File: src/rtl/input_skew_feeder_if.sv
// Bundle of the row-vector handshake and the skewed array-edge outputs of input_skew_feeder.
interface input_skew_feeder_if #(
    parameter int LENGTH    = 8,
    parameter int BIT_WIDTH = 64
);
    logic                        start;
    logic [LENGTH*BIT_WIDTH-1:0] vec_in;
    logic                        vec_valid;
    logic                        vec_ready;
    logic [LENGTH*BIT_WIDTH-1:0] out_data;
    logic [LENGTH-1:0]           out_lane_valid;
    logic                        busy;
    logic                        done;

    modport master (
        output start, vec_in, vec_valid,
        input  vec_ready, out_data, out_lane_valid, busy, done
    );

    modport slave (
        input  start, vec_in, vec_valid,
        output vec_ready, out_data, out_lane_valid, busy, done
    );
endinterface

File: src/rtl/input_skew_feeder.sv
// Re-times full row vectors into a diagonal wavefront (lane i delayed i cycles) for the systolic array west edge.
// Optional stall counter output is built when SKEW_FEEDER_STALL_CNT_EN is defined.
module input_skew_feeder #(
    parameter int LENGTH    = 8,
    parameter int BIT_WIDTH = 64,
    parameter int TILE_ROWS = 16
) (
    input  logic              clk,
    input  logic              rst_n,
`ifdef SKEW_FEEDER_STALL_CNT_EN
    output logic [15:0]       stall_cnt,
`endif
    input_skew_feeder_if.slave bus
);
    localparam int RW         = $clog2(TILE_ROWS + 1);
    localparam int DW         = (LENGTH > 1) ? $clog2(LENGTH) : 1;
    localparam int DRAIN_LAST = (LENGTH >= 2) ? LENGTH - 2 : 0;

    localparam logic [RW-1:0] ROW_LAST_C   = RW'(TILE_ROWS - 1);
    localparam logic [DW-1:0] DRAIN_LAST_C = DW'(DRAIN_LAST);

    typedef enum logic [1:0] {
        S_IDLE   = 2'd0,
        S_STREAM = 2'd1,
        S_DRAIN  = 2'd2
    } state_e;

    state_e          state_q, state_d;
    logic [RW-1:0]   row_cnt_q, row_cnt_d;
    logic [DW-1:0]   drain_cnt_q, drain_cnt_d;
    logic            done_q, done_d;
    logic            accept;
    logic            advance;
    logic [LENGTH*BIT_WIDTH-1:0] out_data_w;
    logic [LENGTH-1:0]           out_vld_w;

    assign accept = bus.vec_valid && (state_q == S_STREAM);
    // One extra shift on the edge after done flushes the final lane word so it shows for one cycle only.
    assign advance = (state_q != S_IDLE) || done_q;

    always_ff @(posedge clk or negedge rst_n) begin
        if (!rst_n) begin
            state_q     <= S_IDLE;
            row_cnt_q   <= '0;
            drain_cnt_q <= '0;
            done_q      <= 1'b0;
        end else begin
            state_q     <= state_d;
            row_cnt_q   <= row_cnt_d;
            drain_cnt_q <= drain_cnt_d;
            done_q      <= done_d;
        end
    end

    always_comb begin
        state_d     = state_q;
        row_cnt_d   = row_cnt_q;
        drain_cnt_d = drain_cnt_q;
        done_d      = 1'b0;
        case (state_q)
            S_IDLE: begin
                if (bus.start) begin
                    state_d   = S_STREAM;
                    row_cnt_d = '0;
                end
            end
            S_STREAM: begin
                if (accept) begin
                    row_cnt_d = row_cnt_q + 1'b1;
                    if (row_cnt_q == ROW_LAST_C) begin
                        if (LENGTH == 1) begin
                            state_d = S_IDLE;
                            done_d  = 1'b1;
                        end else begin
                            state_d     = S_DRAIN;
                            drain_cnt_d = '0;
                        end
                    end
                end
            end
            S_DRAIN: begin
                if (drain_cnt_q == DRAIN_LAST_C) begin
                    state_d = S_IDLE;
                    done_d  = 1'b1;
                end else begin
                    drain_cnt_d = drain_cnt_q + 1'b1;
                end
            end
            default: state_d = S_IDLE;
        endcase
    end

    // Lane i owns a chain of i+1 data/valid registers; bubbles inject zero data.
    for (genvar i = 0; i < LENGTH; i++) begin : g_lane
        logic [BIT_WIDTH-1:0] dat_q [0:i];
        logic                 vld_q [0:i];

        always_ff @(posedge clk or negedge rst_n) begin
            if (!rst_n) begin
                for (int s = 0; s <= i; s++) begin
                    dat_q[s] <= '0;
                    vld_q[s] <= 1'b0;
                end
            end else if (advance) begin
                dat_q[0] <= accept ? bus.vec_in[i*BIT_WIDTH +: BIT_WIDTH] : '0;
                vld_q[0] <= accept;
                for (int s = 1; s <= i; s++) begin
                    dat_q[s] <= dat_q[s-1];
                    vld_q[s] <= vld_q[s-1];
                end
            end
        end

        assign out_data_w[i*BIT_WIDTH +: BIT_WIDTH] = dat_q[i];
        assign out_vld_w[i]                         = vld_q[i];
    end

    assign bus.out_data       = out_data_w;
    assign bus.out_lane_valid = out_vld_w;
    assign bus.vec_ready      = (state_q == S_STREAM);
    assign bus.busy           = (state_q != S_IDLE);
    assign bus.done           = done_q;

`ifdef SKEW_FEEDER_STALL_CNT_EN
    logic [15:0] stall_cnt_q, stall_cnt_d;

    always_comb begin
        stall_cnt_d = stall_cnt_q;
        if ((state_q == S_IDLE) && bus.start) begin
            stall_cnt_d = '0;
        end else if ((state_q == S_STREAM) && !bus.vec_valid && (stall_cnt_q != 16'hFFFF)) begin
            stall_cnt_d = stall_cnt_q + 16'd1;
        end
    end

    always_ff @(posedge clk or negedge rst_n) begin
        if (!rst_n) stall_cnt_q <= '0;
        else        stall_cnt_q <= stall_cnt_d;
    end

    assign stall_cnt = stall_cnt_q;
`else
    // Stall counter not built in this configuration.
`endif

endmodule
File: src/flat_wrapper.sv
// flat-port wrapper written by rule: the top's interface ports become plain ports
module input_skew_feeder_flat 
#(
    parameter int LENGTH    = 8,
    parameter int BIT_WIDTH = 64,
    parameter int TILE_ROWS = 16
)
  (clk, rst_n, bus_start, bus_vec_in, bus_vec_valid, bus_vec_ready, bus_out_data, bus_out_lane_valid, bus_busy, bus_done);
  input_skew_feeder_if #(.LENGTH(LENGTH), .BIT_WIDTH(BIT_WIDTH)) bus_i ();
  input  logic clk;
  input  logic rst_n;
  input wire logic [$bits(bus_i.start)-1:0] bus_start;
  input wire logic [$bits(bus_i.vec_in)-1:0] bus_vec_in;
  input wire logic [$bits(bus_i.vec_valid)-1:0] bus_vec_valid;
  output wire logic [$bits(bus_i.vec_ready)-1:0] bus_vec_ready;
  output wire logic [$bits(bus_i.out_data)-1:0] bus_out_data;
  output wire logic [$bits(bus_i.out_lane_valid)-1:0] bus_out_lane_valid;
  output wire logic [$bits(bus_i.busy)-1:0] bus_busy;
  output wire logic [$bits(bus_i.done)-1:0] bus_done;
  assign bus_i.start = bus_start;
  assign bus_i.vec_in = bus_vec_in;
  assign bus_i.vec_valid = bus_vec_valid;
  assign bus_vec_ready = bus_i.vec_ready;
  assign bus_out_data = bus_i.out_data;
  assign bus_out_lane_valid = bus_i.out_lane_valid;
  assign bus_busy = bus_i.busy;
  assign bus_done = bus_i.done;
  input_skew_feeder #(.LENGTH(LENGTH), .BIT_WIDTH(BIT_WIDTH), .TILE_ROWS(TILE_ROWS)) u_core (.clk(clk), .rst_n(rst_n), .bus(bus_i));
endmodule
File: config.mk
export PLATFORM = sky130hd
export DESIGN_NAME = input_skew_feeder_flat
export DESIGN_NICKNAME = d
export VERILOG_FILES = /design/src/rtl/input_skew_feeder_if.sv /design/src/rtl/input_skew_feeder.sv /design/src/flat_wrapper.sv
export SDC_FILE = /design/constraint.sdc
export NUM_CORES = 2
export LEC_CHECK = 0
export ABC_CLOCK_PERIOD_IN_PS = 3000
export BUFFER_PORTS_ARGS = -buffer_cell sky130_fd_sc_hd__buf_4
export CAP_MARGIN = 20
export CORE_AREA = 2 2 403 405
export DETAILED_ROUTE_END_ITERATION = 12
export DIE_AREA = 0 0 405 407
export GPL_ROUTABILITY_DRIVEN = 0
export PLACE_DENSITY_LB_ADDON = 0.3
export SLEW_MARGIN = 15
export SYNTH_ARGS = -nofsm -noshare
export SYNTH_HDL_FRONTEND = slang
export SYNTH_SLANG_ARGS = --single-unit
File: constraint.sdc
create_clock -name clk -period 3 [get_ports clk]
set_clock_uncertainty 0.1 [all_clocks]
set_input_delay 0.45 -clock clk [delete_from_list [all_inputs] [get_ports clk]]
set_output_delay 0.45 -clock clk [all_outputs]
set_load 0.1 [all_outputs]
==> results_tabular.tex <==
\begin{tabular}{lr}
\hline
Metric & Value \\
\hline
\multicolumn{2}{l}{\textbf{Status}} \\
\quad Result of the run & complete, no violations \\
\multicolumn{2}{l}{\textbf{Critical path}} \\
\quad Data required, critical path & $\sim$2500 ps \\
\quad Critical Path Max Stage Delay & between 500 and 600 ps \\
\quad Reg-to-reg startpoint & u\_core.state\_q[0] \\
\quad Crit Path Max Fanout & 13 \\
\quad Critical path startpoint category & register \\
\quad R2R Setup Slk & 640 ps \\
\quad Crit-path slowest cell & sky130\_fd\_sc\_hd\_\_dfrtp\_1 \\
\quad Capture instance of the worst register-to-register path & u\_core.g\_lane[3].dat\_q[154] \\
\quad Length in cells of the worst reg-to-reg path & 5 \\
\quad Cell-by-cell listing of the critical path & or2\_2 > buf\_4 \\
\quad Category of the most critical setup path & register to primary output \\
\quad Type of element capturing the critical path & primary output \\
\quad Arrival time of the worst setup path & roughly 2000 ps \\
\multicolumn{2}{l}{\textbf{CTS}} \\
\quad Root buffer cell & sky130\_fd\_sc\_hd\_\_clkbuf\_16 \\
\quad CTS tree & built \\
\quad Count of instances resized after the clock tree is built & 0 \\
\quad Clk\_lat worst skew & between 800 and 900 ps \\
\quad Largest buffer count on any clock path & 3 \\
\quad Clock sink count & between 2000 and 2500 \\
\quad Clock buffer count from CTS & about 220 \\
\quad Post-CTS clock slew at the launch and capture registers of the worst setup and hold paths & 60 ps \\
\quad Total number of H-tree levels & 4 \\
\multicolumn{2}{l}{\textbf{Yosys}} \\
\quad Yosys Warn Count & 0 \\
\quad Distinct cell type count of the synthesized netlist & 29 \\
\quad Average instance area after synthesis & about 10 µm² \\
\quad Cell Area, Synth & between 0.09 and 0.1 mm² \\
\quad Total of flip-flops plus latches after synthesis & around 2300 \\
\quad Net count of the mapped netlist & about 9800 \\
\quad Gate count after technology mapping & slightly above 9000 \\
\quad Fraction of the yosys area taken by sequential cells & 0.644 \\
\multicolumn{2}{l}{\textbf{STA}} \\
\quad Top achievable clock speed & $\sim$0.39 GHz \\
\quad Hold Slack & 114 ps \\
\quad Hold Violations, Final & 0 \\
\quad Setup repair after global routing missed its margin & false \\
\quad Headroom to the max-slew limit & 0.336 \\
\quad Final-report setup violation count & 0 \\
\quad Minimum clock period & roughly 2500 ps \\
\quad Final period utilization & 0.847 \\
\quad Actual transition at the worst max-transition pin & about 1000 ps \\
\quad Total Neg Setup Slack & 0 ps \\
\quad Number of max-slew violations in the final report & 0 \\
\multicolumn{2}{l}{\textbf{Power and ir drop}} \\
\quad Flop pwr share & 0.402 \\
\quad Total net switching power & between 50 and 60 mW \\
\quad Int Pwr & $\sim$69 mW \\
\quad Comb power frac & 0.365 \\
\quad Pwr Total & 123 mW \\
\quad Switching Fraction & 0.436 \\
\quad Worst vdd rail ir drop & approximately 1.1 mV \\
\quad Proportion of power drawn by the clock network & 0.233 \\
\quad Power density over cell area & 1130 mW/mm² \\
\quad Leakage power of the design & between 50 and 60 nW \\
\multicolumn{2}{l}{\textbf{Die}} \\
\quad Width of the die & approximately 410 µm \\
\quad Row Count & 147 \\
\quad Initial core utilization & 0.563 \\
\quad Height of the die & approximately 400 µm \\
\quad Total Die Area & roughly 0.16 mm² \\
\quad Ports & between 1000 and 1500 \\
\quad Core Box Area & roughly 0.16 mm² \\
\multicolumn{2}{l}{\textbf{Global routing}} \\
\quad Number of antenna violations at the first check in global routing & 69 \\
\quad Total global routing track utilization & 0.282 \\
\quad Pin count of the biggest net entering global routing & 202 \\
\quad Via count of the first global-routing pass & roughly 66000 \\
\quad Wire length of the first global-routing pass & 366000 µm \\
\quad Total grt overflow & 0 \\
\multicolumn{2}{l}{\textbf{Route}} \\
\quad Drt drc & 0 \\
\quad Detailed-route via count & approximately 66000 \\
\quad Detailed-route wire length per cell & around 18 µm \\
\quad DRT iter0 DRCs & approximately 6500 \\
\quad Router iterations before antenna repair & 6 \\
\quad Detailed-route wire length & 234000 µm \\
\quad Avg Vias per Cell & about 5.2 \\
\quad Antenna-violating nets left & 0 \\
\multicolumn{2}{l}{\textbf{Placement}} \\
\quad Number of buffers added on ports & slightly above 1000 \\
\quad Detailed Place HPWL & between 100000 and 150000 µm \\
\multicolumn{2}{l}{\textbf{Job}} \\
\quad Count of maximum capacitance violations & 0 \\
\multicolumn{2}{l}{\textbf{Cells and area}} \\
\quad Final layout net count & around 11000 \\
\quad Fill cell total of the finished layout & between 10000 and 15000 \\
\quad Area added between synthesis and finish & 20.6\% \\
\quad Fraction of final layout cells sized beyond drive strength 1 & 0.151 \\
\quad Sequential cell area & $\sim$0.058 mm² \\
\quad Area occupied by multi-input gates & 0.0250 mm² \\
\multicolumn{2}{l}{\textbf{Worst hold path}} \\
\quad Worst min-delay path category & primary input to async pin \\
\hline
\end{tabular}
-- layout make-up --
cell class,instances,area share
tap,2160,0.0248
antenna,75,0.00172
clock inverter,73,0.00930
clock buffer,330,0.0602
inverter,5,0.000172
timing repair buffer,1728,0.139
multi-input combinational,5949,0.230
sequential,2323,0.534
-- critical path: cells and delay by family, from the launching register on --
kind	cells	cell delay, ps
DFF	1	520
buffers and inverters	1	250
and+or+nand+nor	1	380
-- metrics by stage --
stage | setup slack, ps | utilization | std cells | cell area (µm²)
after floorplan | 566 | - | 9242 | 90200
after global placement | 776 | 0.599 | 11649 | 95900
after detailed placement | 716 | 0.599 | 11649 | 95900
after CTS | 409 | 0.678 | 12568 | 109000
after global routing | 376 | 0.679 | 12640 | 109000
final | 458 | 0.679 | 12643 | 109000
-- layer usage --
metal | up-vias | global-route usage | wire [µm]
met2 | 2413 | 0.435 | 109000
li1 | 30352 | - | -
met1 | 32294 | 0.352 | 89500
met3 | 826 | 0.0719 | 17400
met4 | 0 | 0.193 | 17800
met5 | - | 0 | 0
-- sequential cells by signal, indices dropped and copies added, names as in the netlist --
| name | count |
|---|---|
| u_core.bus.out_data | 448 |
| u_core.state_q | 2 |
| u_core.bus.out_lane_valid | 3 |
| u_core.bus.done | 1 |
| u_core.g_lane.dat_q | 1856 |
| u_core.row_cnt_q | 5 |
| u_core.drain_cnt_q | 3 |
| u_core.g_lane.vld_q | 5 |
-- synth_stat cells --
cell                           n  area (µm²)
sky130_fd_sc_hd__buf_2       191         956
sky130_fd_sc_hd__nand3_1       2        10.0
sky130_fd_sc_hd__a22o_1      516        4520
sky130_fd_sc_hd__nor3_1        1        5.00
sky130_fd_sc_hd__nor2b_1       3        18.8
sky130_fd_sc_hd__o21ai_0       2        10.0
sky130_fd_sc_hd__and3_1        1        6.26
sky130_fd_sc_hd__dfrtp_1    2323       58100
sky130_fd_sc_hd__a21o_1        1        7.51
sky130_fd_sc_hd__nand2_1    5399       20300
sky130_fd_sc_hd__and3b_1       1        8.76
sky130_fd_sc_hd__o2bb2ai_1     1        8.76
sky130_fd_sc_hd__mux2_2        2        22.5
sky130_fd_sc_hd__mux2i_1       2        20.0
sky130_fd_sc_hd__buf_6       130        1460
sky130_fd_sc_hd__buf_8         1        15.0
sky130_fd_sc_hd__ha_1          4        50.1
sky130_fd_sc_hd__buf_4       579        4350
sky130_fd_sc_hd__o21bai_1      1        7.51
sky130_fd_sc_hd__clkbuf_1     64         240
sky130_fd_sc_hd__or3_1         1        6.26
sky130_fd_sc_hd__nand2b_1      2        12.5
sky130_fd_sc_hd__a21oi_1       2        10.0
sky130_fd_sc_hd__o21a_1        1        7.51
sky130_fd_sc_hd__nand4_1       1        6.26
sky130_fd_sc_hd__o22ai_1       2        12.5
sky130_fd_sc_hd__nor2_1        3        11.3
sky130_fd_sc_hd__or2_2         1        6.26
sky130_fd_sc_hd__inv_1         5        18.8
-- power groups by stage --
stage               sequential [mW]  combinational, mW  clock (mW)
floorplan                      48.6               37.4           0
global route                   50.6               48.1        30.3
finish                         49.5               44.9        28.6
detailed placement             49.6               44.1           0
global placement               49.2               43.2           0
CTS                            49.2               44.8        29.0
-- worst max-delay path by stage --
stage | from | to | slack [ps] | cells past startpoint
final | u_core.state_q[0] | bus_busy | 460 | 2
after global routing | u_core.state_q[0] | bus_vec_ready | 380 | 2
after CTS | u_core.state_q[0] | bus_busy | 410 | 2
after detailed placement | u_core.state_q[0] | u_core.g_lane[2].dat_q[68] | 720 | 5
after global placement | u_core.state_q[0] | u_core.g_lane[2].dat_q[68] | 780 | 5
after floorplan | u_core.state_q[0] | bus_vec_ready | 570 | 2
-- repair_timing --
item                                   in CTS  in global routing
endpoints found under the hold margin    1303                  0
hold buffers                              516                  0
buffers inserted                            0                  0
-- placed cells by master, fill, tap and decap left out, types with 5 or more instances in the layout --
cell,synthesis,routed
sky130_fd_sc_hd__nand2_1,5399,5399
sky130_fd_sc_hd__dfrtp_1,2323,2323
sky130_fd_sc_hd__buf_4,579,1141
sky130_fd_sc_hd__a22o_1,516,516
sky130_fd_sc_hd__dlygate4sd3_1,0,516
sky130_fd_sc_hd__clkbuf_16,0,226
sky130_fd_sc_hd__diode_2,0,75
sky130_fd_sc_hd__buf_12,0,70
sky130_fd_sc_hd__clkbuf_1,64,54
sky130_fd_sc_hd__clkbuf_8,0,50
sky130_fd_sc_hd__clkinv_2,0,40
sky130_fd_sc_hd__bufinv_16,0,16
sky130_fd_sc_hd__clkinv_16,0,6
sky130_fd_sc_hd__inv_1,5,5
-- cells by family (layout without fill, tap and decap cells) --
kind of cell / Yosys count / in the layout / share of synthesized area
AOI/OAI and AO/OA: 526 / 526 / 0.0508
adders and majority gates: 4 / 4 / 0.000555
buffers and inverters: 970 / 2136 / 0.0781
DFF: 2323 / 2323 / 0.644
muxes: 4 / 4 / 0.000472
other: 0 / 75 / 0
and+or+nand+nor: 5415 / 5415 / 0.226
No activity file was read; power rests on OpenSTA's default activity.
